File: src/rtl/keypad_scanner_pkg.sv
// Shared types and key-code table for the 4x4 matrix keypad scanner.
// Codes follow the game kernel's key numbering: digits as values, A-D then * and #.
package keypad_scanner_pkg;

    typedef enum logic [1:0] {
        SCAN         = 2'd0,
        DEBOUNCE     = 2'd1,
        READY        = 2'd2,
        WAIT_RELEASE = 2'd3
    } state_t;

    localparam logic [3:0] KEY_A    = 4'd10;
    localparam logic [3:0] KEY_B    = 4'd11;
    localparam logic [3:0] KEY_C    = 4'd12;
    localparam logic [3:0] KEY_D    = 4'd13;
    localparam logic [3:0] KEY_STAR = 4'd14;
    localparam logic [3:0] KEY_HASH = 4'd15;

    function automatic logic [3:0] keymap(input logic [1:0] row_idx, input logic [1:0] col_idx);
        logic [3:0] code;
        case ({row_idx, col_idx})
            4'h0:    code = 4'd1;
            4'h1:    code = 4'd2;
            4'h2:    code = 4'd3;
            4'h3:    code = KEY_A;
            4'h4:    code = 4'd4;
            4'h5:    code = 4'd5;
            4'h6:    code = 4'd6;
            4'h7:    code = KEY_B;
            4'h8:    code = 4'd7;
            4'h9:    code = 4'd8;
            4'hA:    code = 4'd9;
            4'hB:    code = KEY_C;
            4'hC:    code = KEY_STAR;
            4'hD:    code = 4'd0;
            4'hE:    code = KEY_HASH;
            default: code = KEY_D;
        endcase
        return code;
    endfunction

    // Lowest-numbered active-low column wins when several keys share a row.
    function automatic logic [1:0] lowest_low(input logic [3:0] cols);
        logic [1:0] idx;
        casez (cols)
            4'b???0: idx = 2'd0;
            4'b??01: idx = 2'd1;
            4'b?011: idx = 2'd2;
            default: idx = 2'd3;
        endcase
        return idx;
    endfunction

endpackage

File: src/rtl/keypad_scanner_if.sv
// Key hand-off to the game kernel: 4-bit code qualified by an active-low ready strobe.
interface keypad_scanner_if;
    logic [3:0] key;
    logic       is_ready;

    modport master (output key, output is_ready);
    modport slave  (input  key, input  is_ready);
endinterface

File: src/rtl/keypad_scanner_col_sync.sv
// Two-flop synchronizer for the asynchronous keypad column inputs.
// Resets to all ones so an idle (pulled-up) keypad is seen during reset.
module keypad_scanner_col_sync #(
    parameter int WIDTH = 4
) (
    input  logic             clk,
    input  logic             reset_n,
    input  logic [WIDTH-1:0] i_async,
    output logic [WIDTH-1:0] o_sync
);

    logic [WIDTH-1:0] r_meta;
    logic [WIDTH-1:0] r_sync;

    always_ff @(posedge clk or negedge reset_n) begin
        if (!reset_n) begin
            r_meta <= '1;
            r_sync <= '1;
        end else begin
            r_meta <= i_async;
            r_sync <= r_meta;
        end
    end

    assign o_sync = r_sync;

endmodule

File: src/rtl/keypad_scanner.sv
// 4x4 keypad scanner: rotates row drive, debounces one press, holds a ready strobe
// long enough for the kernel's slow tick, then waits for a clean full release.
module keypad_scanner
    import keypad_scanner_pkg::*;
#(
    parameter int SCAN_DIV     = 100_000,
    parameter int DEBOUNCE_CYC = 2_000_000,
    parameter int READY_HOLD   = 5_000_000
) (
    input  logic             clk,
    input  logic             reset_n,
    input  logic [3:0]       col,
    output logic [3:0]       row,
    keypad_scanner_if.master kif
);

    localparam int CNT_MAX = (DEBOUNCE_CYC > READY_HOLD) ? DEBOUNCE_CYC : READY_HOLD;
    localparam int CNT_W   = $clog2(CNT_MAX) + 1;
    localparam int SLOT_W  = $clog2(SCAN_DIV) + 1;

    localparam logic [SLOT_W-1:0] SLOT_LAST = SLOT_W'(SCAN_DIV - 1);
    localparam logic [CNT_W-1:0]  DEB_LAST  = CNT_W'(DEBOUNCE_CYC - 1);
    localparam logic [CNT_W-1:0]  HOLD_LAST = CNT_W'(READY_HOLD - 1);

    state_t            r_state;
    state_t            w_next;
    logic [SLOT_W-1:0] r_slot_cnt;
    logic [CNT_W-1:0]  r_cnt;
    logic [3:0]        r_row;
    logic [1:0]        r_row_idx;
    logic [1:0]        r_col_idx;
    logic [3:0]        r_key;
    logic              r_is_ready;

    logic [3:0]        w_col_s;
    logic              w_slot_end;
    logic              w_any_low;
    logic              w_key_low;
    logic              w_deb_done;
    logic              w_hold_done;

    keypad_scanner_col_sync #(.WIDTH(4)) u_col_sync (
        .clk     (clk),
        .reset_n (reset_n),
        .i_async (col),
        .o_sync  (w_col_s)
    );

    assign w_slot_end  = (r_slot_cnt == SLOT_LAST);
    assign w_any_low   = (w_col_s != 4'hF);
    assign w_key_low   = !w_col_s[r_col_idx];
    assign w_deb_done  = (r_cnt == DEB_LAST);
    assign w_hold_done = (r_cnt == HOLD_LAST);

    always_ff @(posedge clk or negedge reset_n) begin
        if (!reset_n) begin
            r_state <= SCAN;
        end else begin
            r_state <= w_next;
        end
    end

    always_comb begin
        w_next = r_state;
        case (r_state)
            SCAN: begin
                if (w_slot_end && w_any_low) w_next = DEBOUNCE;
            end
            DEBOUNCE: begin
                if (!w_key_low)      w_next = SCAN;
                else if (w_deb_done) w_next = READY;
            end
            READY: begin
                if (w_hold_done) w_next = WAIT_RELEASE;
            end
            WAIT_RELEASE: begin
                if (!w_any_low && w_deb_done) w_next = SCAN;
            end
            default: w_next = SCAN;
        endcase
    end

    // One counter serves debounce, strobe hold and release timing; states never overlap.
    always_ff @(posedge clk or negedge reset_n) begin
        if (!reset_n) begin
            r_slot_cnt <= '0;
            r_cnt      <= '0;
            r_row      <= 4'b1110;
            r_row_idx  <= 2'd0;
            r_col_idx  <= 2'd0;
            r_key      <= 4'd0;
            r_is_ready <= 1'b1;
        end else begin
            case (r_state)
                SCAN: begin
                    r_cnt <= '0;
                    if (w_slot_end) begin
                        r_slot_cnt <= '0;
                        if (w_any_low) begin
                            r_col_idx <= lowest_low(w_col_s);
                        end else begin
                            r_row     <= {r_row[2:0], r_row[3]};
                            r_row_idx <= r_row_idx + 2'd1;
                        end
                    end else begin
                        r_slot_cnt <= r_slot_cnt + SLOT_W'(1);
                    end
                end
                DEBOUNCE: begin
                    if (!w_key_low || w_deb_done) begin
                        r_cnt <= '0;
                    end else begin
                        r_cnt <= r_cnt + CNT_W'(1);
                    end
                    if (w_key_low && w_deb_done) begin
                        r_key      <= keymap(r_row_idx, r_col_idx);
                        r_is_ready <= 1'b0;
                    end
                end
                READY: begin
                    if (w_hold_done) begin
                        r_cnt      <= '0;
                        r_is_ready <= 1'b1;
                    end else begin
                        r_cnt <= r_cnt + CNT_W'(1);
                    end
                end
                WAIT_RELEASE: begin
                    if (w_any_low) begin
                        r_cnt <= '0;
                    end else if (w_deb_done) begin
                        r_cnt      <= '0;
                        r_slot_cnt <= '0;
                        r_row      <= 4'b1110;
                        r_row_idx  <= 2'd0;
                    end else begin
                        r_cnt <= r_cnt + CNT_W'(1);
                    end
                end
                default: r_cnt <= '0;
            endcase
        end
    end

    // Outputs come straight from flops so the keypad rows and the kernel never see decode glitches.
    always_comb begin
        row          = r_row;
        kif.key      = r_key;
        kif.is_ready = r_is_ready;
    end

endmodule

File: src/flat_wrapper.sv
// flat-port wrapper written by rule: the top's interface ports become plain ports
module keypad_scanner_flat import keypad_scanner_pkg::*;
#(
    parameter int SCAN_DIV     = 100_000,
    parameter int DEBOUNCE_CYC = 2_000_000,
    parameter int READY_HOLD   = 5_000_000
)
  (clk, reset_n, col, row, kif_key, kif_is_ready);
  keypad_scanner_if kif_i ();
  input  logic clk;
  input  logic reset_n;
  input  logic [3:0] col;
  output logic [3:0] row;
  output wire logic [$bits(kif_i.key)-1:0] kif_key;
  output wire logic [$bits(kif_i.is_ready)-1:0] kif_is_ready;
  assign kif_key = kif_i.key;
  assign kif_is_ready = kif_i.is_ready;
  keypad_scanner #(.SCAN_DIV(SCAN_DIV), .DEBOUNCE_CYC(DEBOUNCE_CYC), .READY_HOLD(READY_HOLD)) u_core (.clk(clk), .reset_n(reset_n), .col(col), .row(row), .kif(kif_i));
endmodule
File: config.mk
export PLATFORM = sky130hd
export DESIGN_NAME = keypad_scanner_flat
export DESIGN_NICKNAME = d
export VERILOG_FILES = /design/src/rtl/keypad_scanner_pkg.sv /design/src/rtl/keypad_scanner_if.sv /design/src/rtl/keypad_scanner_col_sync.sv /design/src/rtl/keypad_scanner.sv /design/src/flat_wrapper.sv
export SDC_FILE = /design/constraint.sdc
export NUM_CORES = 1
export LEC_CHECK = 0
export CORE_ASPECT_RATIO = 0.75
export CORE_MARGIN = 5
export CORE_UTILIZATION = 39
export CTS_CLUSTER_DIAMETER = 200
export CTS_CLUSTER_SIZE = 28
export DETAILED_ROUTE_END_ITERATION = 8
export DONT_BUFFER_PORTS = 1
export PLACE_DENSITY = 0.65
export SYNTH_ARGS = -nofsm -noshare
export SYNTH_HDL_FRONTEND = slang
export SYNTH_HIERARCHICAL = 1
export SYNTH_SLANG_ARGS = --single-unit
export TNS_END_PERCENT = 20
File: constraint.sdc
create_clock -name clk -period 5.3 [get_ports clk]
set_input_delay 1.59 -clock clk [delete_from_list [all_inputs] [get_ports clk]]
set_output_delay 1.59 -clock clk [all_outputs]
set_load 0.01 [all_outputs]
==> run metrics, run 1 <==
Synth-to-Final Area Change=11.5%; post-route cell area=3710 um2; Routed Antenna Nets=0; hold_sp=u_core/u_col_sync/r_meta[3]; Synth cell types=52; Total Neg Setup Slack=0 ps; grt total ovfl=0; GRT Total Usage=13.6%; Routed WL per cell=roughly 15 um; dpl hpwl=4.56 mm; origin of the critical flop-to-flop path=u_core/r_cnt[16]; Clock Tree Buf Depth=2; Worst Hold Class=reg2reg; via count=2463; Max Cap Viol=0; Fmax=0.348 GHz; area leader, netlist=dfrtp_1; synthesized instance count=341; DRT Pass-1 Iters=4; first-iteration detailed-routing DRC count=204; normalized max-slew margin=42.0%; RePlAce Congestion=0.798; NumNets Final=354; Register Area=1640 um2; clk_lat worst skew=330 ps; Final Worst Setup Slack=between 2000 and 2500 ps; hold-fix buffers at CTS=0; VDD IR-drop max=0.223 mV; pre-CTS setup slack=about 2400 ps; end of the worst register-to-register path=u_core/r_cnt[12]; largest cells by area after synthesis=dfrtp_1, dfstp_2, nor2_1, xor2_1, nand2_1; RSZ-0062 raised after global routing=false; largest net degree at the start of global routing=between 60 and 70; share of the synthesized area in the top cell type=about two fifths; status=finished, final reports clean; Die X=117 um; Placed Area=3400 um2; Antenna diodes=0; IO Pins=15; CTS H-Tree Depth=3; share of cells above drive strength 1=11.3%; Syn Area/Cell=roughly 9.8 um2; Worst setup SP type=flip-flop; FF-to-FF path depth=6; clk root buf=clkbuf_16; Crit Path Max Fanout=23; clk sinks=65; clk_skew=3.70 ps; Core ar.=8380 um2; CTS tree=built; synth warn=6; hold path endpoint=u_core/u_col_sync/o_sync[3]; count leader, synth=dfrtp_1; Data arrival, critical path=3050 ps; Final Power=about 1.1 mW; drc violations=0; drt total wl=around 6.6 mm; port bufs=0; num rows=29; asr flop ratio synth=100%; Max Slew Vio Count=0; vias in the first global route=around 2400; Multi-input gate area=1590 um2; Pleak=between 1 and 1.5 nW; Hold Vio Cnt, Final=0; Final Cycle Share=between 50% and 60%; sequential area share after synthesis=between 40% and 50%; number of enable flip-flop cells after synthesis=0; critical path class=reg2reg; Starting Density=39.7%; Die Span Y=~90 um; PD cells=303 nW/um2; CTS resizes=0; WHS Path Cells=0; antenna violations before repair=0; endpoints failing setup=0; fin crit period=between 2000 and 3000 ps; Inserted Clock Buffers=9; leading cell types by count after synthesis=dfrtp_1, nor2_1, nand2_1, xor2_1, nand3_1; Seq cells post-synth=65; global-route wire length before repair=between 10 and 15 mm; full die area=roughly 11000 um2; worst slew pin tran=868 ps; buffers inserted by post-CTS timing repair=0; top_reg_cell synth=dfrtp_1; CP required=5470 ps; Fillers=777; Vias/cell=5.43; Reg clk slew, reported paths=50 ps; Setup crit end kind=flip-flop; Post-Syn Area=3330 um2; Syn Nets=354; flop2flop setup slack=~2400 ps
-- area by class of cell --
cell class | instances | share of cell area [%]
clock buffers | 10 | 6.17
clock inverters | 6 | 2.22
inverters | 9 | 0.910
multi-input cells | 256 | 42.8
flip-flops and latches | 65 | 44.2
well taps | 108 | 3.64
-- state kept, by name (all words and copies together), names as in the netlist, named ones only --
register                  count
u_core/r_slot_cnt            18
u_core/r_row_idx              2
u_core/u_col_sync/o_sync      4
u_core/u_col_sync/r_meta      4
u_core/r_state                1
u_core/row                    4
u_core/kif.key                4
u_core/r_col_idx              2
u_core/kif.is_ready           1
u_core/r_cnt                 24
-- worst max-delay path by stage --
stage	start	endpoint	slack, ps
final	u_core/r_cnt[16]	u_core/r_cnt[12]	2420
after global routing	u_core/r_cnt[0]	u_core/r_cnt[8]	2190
after CTS	u_core/r_cnt[16]	u_core/r_cnt[8]	2380
after detailed placement	u_core/r_cnt[16]	u_core/r_cnt[8]	2380
after global placement	u_core/r_cnt[16]	u_core/r_cnt[3]	2430
after floorplan	u_core/r_cnt[0]	u_core/r_cnt[15]	3090
-- critical path: stages (launching register included) --
cell	delay (ps)
dfrtp_1	410
nor4_1	350
nand4_1	290
nor4_2	520
and2b_1	290
nor3_4	720
nor2_1	130
-- logic make-up (layout without fill, tap and decap cells) --
group | count (synthesis) | after routing | synth area share [%]
xor gates and xnor gates | 26 | 26 | 6.84
AOI/OAI and AO/OA | 53 | 53 | 10.5
muxes | 6 | 6 | 2.56
and+or+nand+nor | 164 | 164 | 25.3
buffers and inverters | 20 | 25 | 2.93
adders and majority gates | 7 | 7 | 2.63
DFF | 65 | 65 | 49.3
-- where the power goes --
part | internal, mW | switching, mW | leakage (nW)
Sequential | 0.503 | 0.00197 | 0.852
Combinational | 0.000948 | 0.00118 | 0.491
Clock | 0.409 | 0.209 | 0.152
Total | 0.912 | 0.212 | 1.50
-- metal layers --
metal,up-vias,wire (um),GRT usage [%]
li1,1208,-,-
met1,1201,3260,19.8
met2,50,2900,18.8
met3,4,397,5.17
met4,0,39,3.92
met5,-,0,0
-- cell usage in the layout, fill, tap and decap left out, drive strengths merged, types with 3 or more instances in the layout --
cell / synthesis / routed
a21oi: 9 / 9
a31oi: 3 / 3
and3: 6 / 6
and4: 4 / 4
clkbuf: 7 / 10
clkinv: 0 / 3
dfrtp: 53 / 53
dfstp: 12 / 12
ha: 7 / 7
inv: 9 / 9
mux2i: 4 / 4
nand2: 38 / 38
nand3: 17 / 17
nand4: 14 / 14
nor2: 49 / 49
nor3: 11 / 11
nor4: 4 / 4
o21a: 3 / 3
o21ai: 16 / 16
o21ba: 3 / 3
o22a: 3 / 3
o22ai: 3 / 3
or3: 4 / 4
xnor2: 7 / 7
xor2: 19 / 19
-- metrics by stage --
| step | util (%) | instances | hold WS (ps) |
|---|---|---|---|
| 3_3_place_gp | 40.6 | 438 | 347 |
| 5_1_grt | 44.3 | 454 | 357 |
| 3_5_place_dp | 40.6 | 438 | 347 |
| 4_1_cts | 44.3 | 454 | 355 |
| 2_1_floorplan | - | 341 | 345 |
| 6_report | 44.3 | 454 | 355 |
No activity file was read; power rests on OpenSTA's default activity.
==> run 2, diff against run 1 <==
--- a/config.mk
+++ b/config.mk
@@ -12,7 +12,7 @@
 export CTS_CLUSTER_SIZE = 28
 export DETAILED_ROUTE_END_ITERATION = 8
 export DONT_BUFFER_PORTS = 1
-export PLACE_DENSITY = 0.65
+export PLACE_DENSITY = 0.67
 export SYNTH_ARGS = -nofsm -noshare
 export SYNTH_HDL_FRONTEND = slang
 export SYNTH_HIERARCHICAL = 1
==> constraint.sdc (replaced) <==
create_clock -name clk -period 2.49 [get_ports clk]
set_input_delay 0.747 -clock clk [delete_from_list [all_inputs] [get_ports clk]]
set_output_delay 0.747 -clock clk [all_outputs]
set_load 0.01 [all_outputs]
==> run metrics, run 2 (synthesized netlist as in run 1, its figures left out) <==
FF-to-FF path depth=7 (+1); IO Pins=15 (unchanged); Routed Antenna Nets=0 (unchanged); hold-fix buffers at CTS=0 (unchanged); share of total power in the clock network=56.0% (+1.1 points); Routed WL per cell=14.7 um (+1.5%); Fmax=0.424 GHz (+22%); RSZ-0062 raised after global routing=true; Worst Hold Class=in2async; Crit-path slowest cell=dfrtp_1; fin crit period=2360 ps (-517 ps); Synth-to-Final Area Change=14.6%; first-iteration detailed-routing DRC count=239 (+17%); CP required=2700 ps (-2770 ps); origin of the critical flop-to-flop path=u_core/r_cnt[0]; RePlAce Congestion=0.816 (+2.3%); Psw=475 uW (+120%); clk root buf=clkbuf_16; Die Span Y=90.0 um (unchanged); full die area=10500 um2 (unchanged); critical path class=reg2reg; Worst setup SP type=flip-flop; CP Cell Sequence=ha_1, and4_1, nand3_1, nor4_4, a31oi_1, o21a_1, o21ba_2; status=finished, final reports clean; CTS H-Tree Depth=3 (unchanged); normalized max-slew margin=52.8% (+11 points); worst slew pin tran=705 ps (-163 ps); Antenna diodes=0 (unchanged); Clock Tree Buf Depth=2 (unchanged); endpoints failing setup=0 (unchanged); VDD IR-drop max=0.342 mV (+53%); Crit. Startpoint=u_core/r_cnt[0]; max reg flops=24 (unchanged); clk_lat worst skew=330 ps (about the same); Inserted Clock Buffers=9 (unchanged); Vias/cell=5.45 (+0.50%); end of the worst register-to-register path=u_core/r_slot_cnt[16]; Top Registers=u_core/r_cnt x24, u_core/r_slot_cnt x18; Pleak=1.54 nW (+3.2%); flop2flop setup slack=130 ps (-2290 ps); sequential share of power=43.8% (-1.1 points); via count=2519 (+2.3%); Die X=117 um (unchanged); largest net degree at the start of global routing=66 (unchanged); DRT Pass-1 Iters=4 (unchanged); CTS tree=built; share of cells above drive strength 1=14.1% (+2.9 points); Hold Vio Cnt, Final=0 (unchanged); grt total ovfl=0 (unchanged); clk sinks=65 (unchanged); Starting Density=39.7% (unchanged); most frequent cells in the layout=dfrtp_1, nor2_1, nand2_1; Max Slew Vio Count=0 (unchanged); GRT Total Usage=14.1% (+0.45 points); dpl hpwl=4.72 mm (+3.5%); num rows=29 (unchanged); clk_skew=8.59 ps (+4.90 ps); antenna violations before repair=0 (unchanged); drt total wl=6.81 mm (+3.3%); cell internal pwr=1.98 mW (+120%); Final Cycle Share=94.8% (+41 points); Core ar.=8380 um2 (unchanged); combinational share of power=0.2% (about the same); most common cell after layout, fill and taps aside=dfrtp_1; Crit Path Max Fanout=7 (-70%); Data arrival, critical path=2570 ps (-480 ps); vias in the first global route=2340 (-0.76%); global-route wire length before repair=11.8 mm (+4.1%); Fillers=772 (-0.64%); port bufs=0 (unchanged); critical path's largest stage delay=380 ps (-340 ps); drc violations=0 (unchanged); NumNets Final=362 (+2.3%); Total Neg Setup Slack=0 ps (unchanged); Setup crit end kind=flip-flop; Biggest register=u_core/r_cnt; Max Cap Viol=0 (unchanged); Inst Count DP=446 (+1.8%); Sw Share=19.4% (+0.51 points); fin cells=462 (+1.8%); PD cells=642 nW/um2 (+110%); Reg clk slew, reported paths=60 ps (about the same)
## run 2: cell types whose count changed in the layout (fill, tap and decap cells not counted), sizes merged
| cell | change |
|---|---|
| clkinvlp | +2 |
| buf | +8 |
| clkinv | -2 |
## run 2: metal layers
metal | vias to the layer above | wire (um) | track usage, %
li1 | 1219 | - | -
met1 | 1235 | 3450 | 21.0
met2 | 56 | 2950 | 19.3
met3 | 9 | 305 | 3.83
met4 | 0 | 110 | 5.16
met5 | - | 0 | 0
## run 2: worst max path at each step
stage,slack [ps],end,depth (start not counted)
2_1_floorplan,280,u_core/r_cnt[15],8
3_3_place_gp,90,u_core/r_row_idx[0],6
3_5_place_dp,70,u_core/r_row_idx[0],6
4_1_cts,40,u_core/r_row_idx[0],6
5_1_grt,-20,u_core/r_slot_cnt[14],6
6_report,130,u_core/r_slot_cnt[16],7
## run 2: through the flow
step	hold WS, ps	cell area, um2	total power [mW]	worst slack (ps)	utilization, %
after floorplan	345	3330	1.09	282	-
after global placement	346	3470	1.10	92.0	41.4
after detailed placement	348	3470	1.10	67.3	41.4
after CTS	96.3	3800	2.49	41.4	45.4
after global routing	89.3	3820	2.54	-23.8	45.5
final	109	3820	2.45	130	45.5
## run 2: layout make-up
type	count	area, um2	area share (%)
Clock buffer	10	239	6.26
Clock inverter	6	91.3	2.39
Inverter	9	33.8	0.885
Multi-Input combinational cell	256	1600	42.0
Sequential cell	65	1640	43.0
Tap cell	108	135	3.54
Timing Repair Buffer	8	72.6	1.90
## run 2: worst max-delay path: cells and delay by family, from the launching register on
family	cells	cell delay, ps
compound gates	3	770
simple gates	3	870
flops	1	380
fa+ha+maj	1	220
## run 2: power by group through the flow
| stage | combinational, mW | sequential (mW) | clock [mW] |
|---|---|---|---|
| final | 0.00498 | 1.07 | 1.37 |
| after floorplan | 0.00353 | 1.09 | 0 |
| after global placement | 0.00499 | 1.09 | 0 |
| after detailed placement | 0.00506 | 1.09 | 0 |
| after global routing | 0.00563 | 1.07 | 1.46 |
| after CTS | 0.00509 | 1.07 | 1.41 |
## run 2: what timing repair did
action / CTS / global route
setup buffers: 0 / 0
resized for setup: 0 / 3
setup endpoints to repair: 0 / 12
==> run 3, diff against run 2 <==
--- a/config.mk
+++ b/config.mk
@@ -6,13 +6,13 @@
 export NUM_CORES = 1
 export LEC_CHECK = 0
 export CORE_ASPECT_RATIO = 0.75
-export CORE_MARGIN = 5
-export CORE_UTILIZATION = 39
+export CORE_MARGIN = 2
+export CORE_UTILIZATION = 57
 export CTS_CLUSTER_DIAMETER = 200
 export CTS_CLUSTER_SIZE = 28
 export DETAILED_ROUTE_END_ITERATION = 8
 export DONT_BUFFER_PORTS = 1
-export PLACE_DENSITY = 0.67
+export PLACE_DENSITY = 0.87
 export SYNTH_ARGS = -nofsm -noshare
 export SYNTH_HDL_FRONTEND = slang
 export SYNTH_HIERARCHICAL = 1
==> run metrics, run 3 (synthesized netlist as in run 1, its figures left out) <==
Placed Area=3440 um2 (-1.1%); Register Area=1640 um2 (unchanged); post-route cell area=3650 um2 (-4.3%); Biggest register=u_core/r_cnt; num rows=24 (-17%); flop2flop setup slack=110 ps (-20 ps); critical path class=reg2reg; Reg clk slew, reported paths=70 ps (about the same); Hold Vio Cnt, Final=0 (unchanged); Psw=392 uW (-18%); DRT Pass-1 Iters=4 (unchanged); CTS H-Tree Depth=3 (unchanged); sequential share of power=55.1% (+11 points); Top Registers=u_core/r_cnt x24, u_core/r_slot_cnt x18; CTS tree=built; endpoints failing setup=0 (unchanged); Starting Density=58.0% (+18 points); most frequent cells in the layout=dfrtp_1, nor2_1, nand2_1; Worst setup SP type=flip-flop; Inserted Clock Buffers=9 (unchanged); status=finished, final reports clean; Crit-path slowest cell=nor4_4; share of total power in the clock network=44.6% (-11 points); IO Pins=15 (unchanged); end of the worst register-to-register path=u_core/r_slot_cnt[16]; Data arrival, critical path=2620 ps (+50 ps); clk_skew=11.2 ps (+2.64 ps); Antenna diodes=0 (unchanged); port bufs=0 (unchanged); Synth-to-Final Area Change=9.66%; GRT Total Usage=22.4% (+8.3 points); combinational share of power=0.2% (about the same); grt total ovfl=0 (unchanged); Fillers=458 (-41%); Crit Path Max Fanout=7 (unchanged); origin of the critical flop-to-flop path=u_core/r_cnt[13]; clk sinks=65 (unchanged); NumNets Final=362 (unchanged); Clock Tree Buf Depth=2 (unchanged); RePlAce Congestion=0.909 (+11%); max reg flops=24 (unchanged); full die area=6480 um2 (-38%); Routed WL per cell=14.8 um (+0.37%); Core ar.=5740 um2 (-32%); Final Cycle Share=95.7% (+0.91 points); fin cells=432 (-6.5%); drc violations=0 (unchanged); Setup crit end kind=flip-flop; global-route wire length before repair=11.4 mm (-3.1%); first-iteration detailed-routing DRC count=238 (-0.42%); CP Cell Sequence=nor4_1, nand4_1, nor4_4, a31oi_2, o21a_1, o21ba_2; share of cells above drive strength 1=14.4% (+0.28 points); cell internal pwr=1.56 mW (-21%); FF-to-FF path depth=6 (-1); worst slew pin tran=617 ps (-88.2 ps); Pleak=1.49 nW (-3.3%); Die Span Y=70.2 um (-22%); fin crit period=2380 ps (+22.6 ps); Max Cap Viol=0 (unchanged); hold-fix buffers at CTS=0 (unchanged); Fmax=0.420 GHz (-0.95%); CP required=2730 ps (+30 ps); antenna violations before repair=0 (unchanged); critical path's largest stage delay=490 ps (+110 ps); normalized max-slew margin=58.6% (+5.8 points); vias in the first global route=2514 (+7.4%); dpl hpwl=4.51 mm (-4.4%); clk_lat worst skew=350 ps (+20 ps); RSZ-0062 raised after global routing=true; Routed Antenna Nets=0 (unchanged); Inst Count DP=416 (-6.7%); Sw Share=20.1% (+0.72 points); Max Slew Vio Count=0 (unchanged); via count=2516 (-0.12%); Multi-input gate area=1620 um2 (+0.78%); largest net degree at the start of global routing=66 (unchanged); drt total wl=6.39 mm (-6.2%); clk root buf=clkbuf_8; Vias/cell=5.82 (+6.8%); PD cells=533 nW/um2 (-17%); Worst Hold Class=in2async; most common cell after layout, fill and taps aside=dfrtp_1; Die X=92.3 um (-21%); VDD IR-drop max=0.346 mV (+1.2%)
==> run 3: cell types whose count changed in the layout (fill, tap and decap cells not counted), moves of 2 or more <==
cell	before	now
clkbuf_16	9	0
clkinvlp_4	3	0
clkbuf_1	0	2
clkbuf_8	1	10
clkinv_2	0	3
==> run 3: layout make-up <==
type / count / share of cell area, %
tap: 78 / 2.67
clock buffer: 12 / 3.98
sequential: 65 / 45.0
multi-input combinational: 256 / 44.2
clock inverter: 4 / 1.23
timing repair buffer: 8 / 1.99
inverter: 9 / 0.925
==> run 3: power groups by stage <==
stage	registers, mW	clock network (mW)	logic (mW)
after CTS	1.07	0.896	0.00454
after global placement	1.09	0	0.00419
after floorplan	1.09	0	0.00353
final	1.07	0.869	0.00461
after detailed placement	1.09	0	0.00447
after global routing	1.07	0.940	0.00525
==> run 3: worst max-delay path: cells and delay by family (launching register included) <==
family	cells	cell delay (ps)
compound gates	3	700
flops	1	430
simple gates	3	1140
==> run 3: metal layers <==
layer	track usage (%)	vias up	part of all wire, %
met5	0	-	0
met3	5.07	10	5.1
li1	-	1217	-
met1	31.5	1226	48
met4	10.1	0	1.5
met2	33.5	63	46
==> run 3: stage by stage <==
step / power, mW / setup WS [ps] / TNS, ps / hold slack [ps] / utilization (%)
finish: 1.95 / 107 / 0 / 90.1 / 63.7
global route: 2.02 / -10.4 / -24.2 / 69.2 / 63.7
CTS: 1.97 / 32.4 / 0 / 74.1 / 63.2
detailed placement: 1.10 / 60.6 / 0 / 347 / 59.9
global placement: 1.10 / 81.2 / 0 / 347 / 59.9
floorplan: 1.09 / 282 / 0 / 345 / -
==> run 3: how the worst max path moves through the flow <==
stage,slack (ps),endpoint,cells after the start,from
3_5_place_dp,60,u_core/row[0],6,u_core/r_slot_cnt[12]
2_1_floorplan,280,u_core/r_cnt[15],8,u_core/r_cnt[0]
3_3_place_gp,80,u_core/r_slot_cnt[16],5,u_core/r_slot_cnt[14]
6_report,110,u_core/r_slot_cnt[16],6,u_core/r_cnt[13]
4_1_cts,30,u_core/r_row_idx[0],6,u_core/r_slot_cnt[14]
5_1_grt,-10,u_core/r_row_idx[1],6,u_core/r_slot_cnt[12]
==> run 3: repair_timing <==
action,in CTS,in global routing
resized for setup,0,5
buffers inserted,0,0
endpoints found under the setup margin,0,18
==> patch: new RTL, settings of run 3 <==
`DEBOUNCE_CYC` is set to 2_000_000 in 2 places; all go to 500_000.
--- a/src/rtl/keypad_scanner.sv
+++ b/src/rtl/keypad_scanner.sv
@@ -4,7 +4,7 @@
     import keypad_scanner_pkg::*;
 #(
     parameter int SCAN_DIV     = 100_000,
-    parameter int DEBOUNCE_CYC = 2_000_000,
+    parameter int DEBOUNCE_CYC = 500_000,
     parameter int READY_HOLD   = 5_000_000
 ) (
     input  logic             clk,
--- a/src/flat_wrapper.sv
+++ b/src/flat_wrapper.sv
@@ -2,7 +2,7 @@
 module keypad_scanner_flat import keypad_scanner_pkg::*;
 #(
     parameter int SCAN_DIV     = 100_000,
-    parameter int DEBOUNCE_CYC = 2_000_000,
+    parameter int DEBOUNCE_CYC = 500_000,
     parameter int READY_HOLD   = 5_000_000
 )
   (clk, reset_n, col, row, kif_key, kif_is_ready);
Check against the original RTL: no difference found for any inputs over 10 cycles, from zero or initial values and one cycle with reset_n low; that may be too few to reach the edited logic, so the function may still have changed.
==> patch against run 3 <==
Design area rose by 2.9%; non-clock buffer count shrank 2; routed wire length grew 18%; critical path depth shrank 1; area after synthesis grew 5.1%; sequential cell count unchanged; worst setup slack improved by 0.12 ns; sequential share of layout area is 1.3 points lower; power fell by 0.19%; highest routed layer unchanged.
==> patch: results <==
export IMPL_status="completed"
export IMPL_synthAdderAreaFrac_pct=2.50
export IMPL_finalWirelength_mm=7.53
export IMPL_buf_share_pct=1.53
export IMPL_nFillCells=485
export IMPL_synth_compound_area_share_pct=8.65
export IMPL_yosys_top_cells_count="dfrtp_1, nor2_1, nand2_1"
export IMPL_final_signal_buffer_count=6
export IMPL_crit_fanout=8
export IMPL_multi_input_gates=265
export IMPL_pre_cts_ws_ns=0.254
export IMPL_worstReg2RegEnd="u_core/r_row_idx[1]"
export IMPL_worst_pin_slew_ns=0.669
export IMPL_nNonClkInverters=5
export IMPL_clkCellAreaFrac_pct=5.06
export IMPL_finalClockSkew_ns=0.0112
export IMPL_dpl_cell_area_sq_mm=0.00357
export IMPL_grtUsageTotal_pct=24.4
export IMPL_max_stage_delay_ns=0.56
export IMPL_drtIter0Drc=207
export IMPL_gp_congestion=0.932
export IMPL_clk_power_mw=0.864
export IMPL_postSynthCellCount=349
export IMPL_grt_pass1_wl_mm=12.7
export IMPL_multi_input_area_share_pct=46.6
[patch: changes by cell type in the layout (fill, tap and decap cells not counted), sizes merged, moves of 3 or more]
| cell | before | now |
|---|---|---|
| a211o | 0 | 3 |
| a31oi | 3 | 0 |
| and2 | 1 | 4 |
| and3 | 6 | 3 |
| inv | 9 | 5 |
| mux2 | 0 | 9 |
| nand2 | 38 | 33 |
| nand3 | 17 | 23 |
| nor3 | 11 | 4 |
| nor4 | 4 | 8 |
| o21ba | 3 | 0 |
| or3 | 4 | 10 |
[patch: worst reg2reg max path, stage by stage, from the launching register on]
cell and delay, ns:
dfrtp_1 0.47, or4b_4 0.56, nor4_4 0.36, nand3_2 0.25
o21a_4 0.22, a211o_1 0.29
[patch: metal layers]
| layer | wire length, microns | global-route usage (%) |
|---|---|---|
| met1 | 3240 | 31.2 |
| met3 | 440 | 7.36 |
| met4 | 121 | 8.21 |
| met5 | 0 | 0 |
| met2 | 3730 | 40.1 |
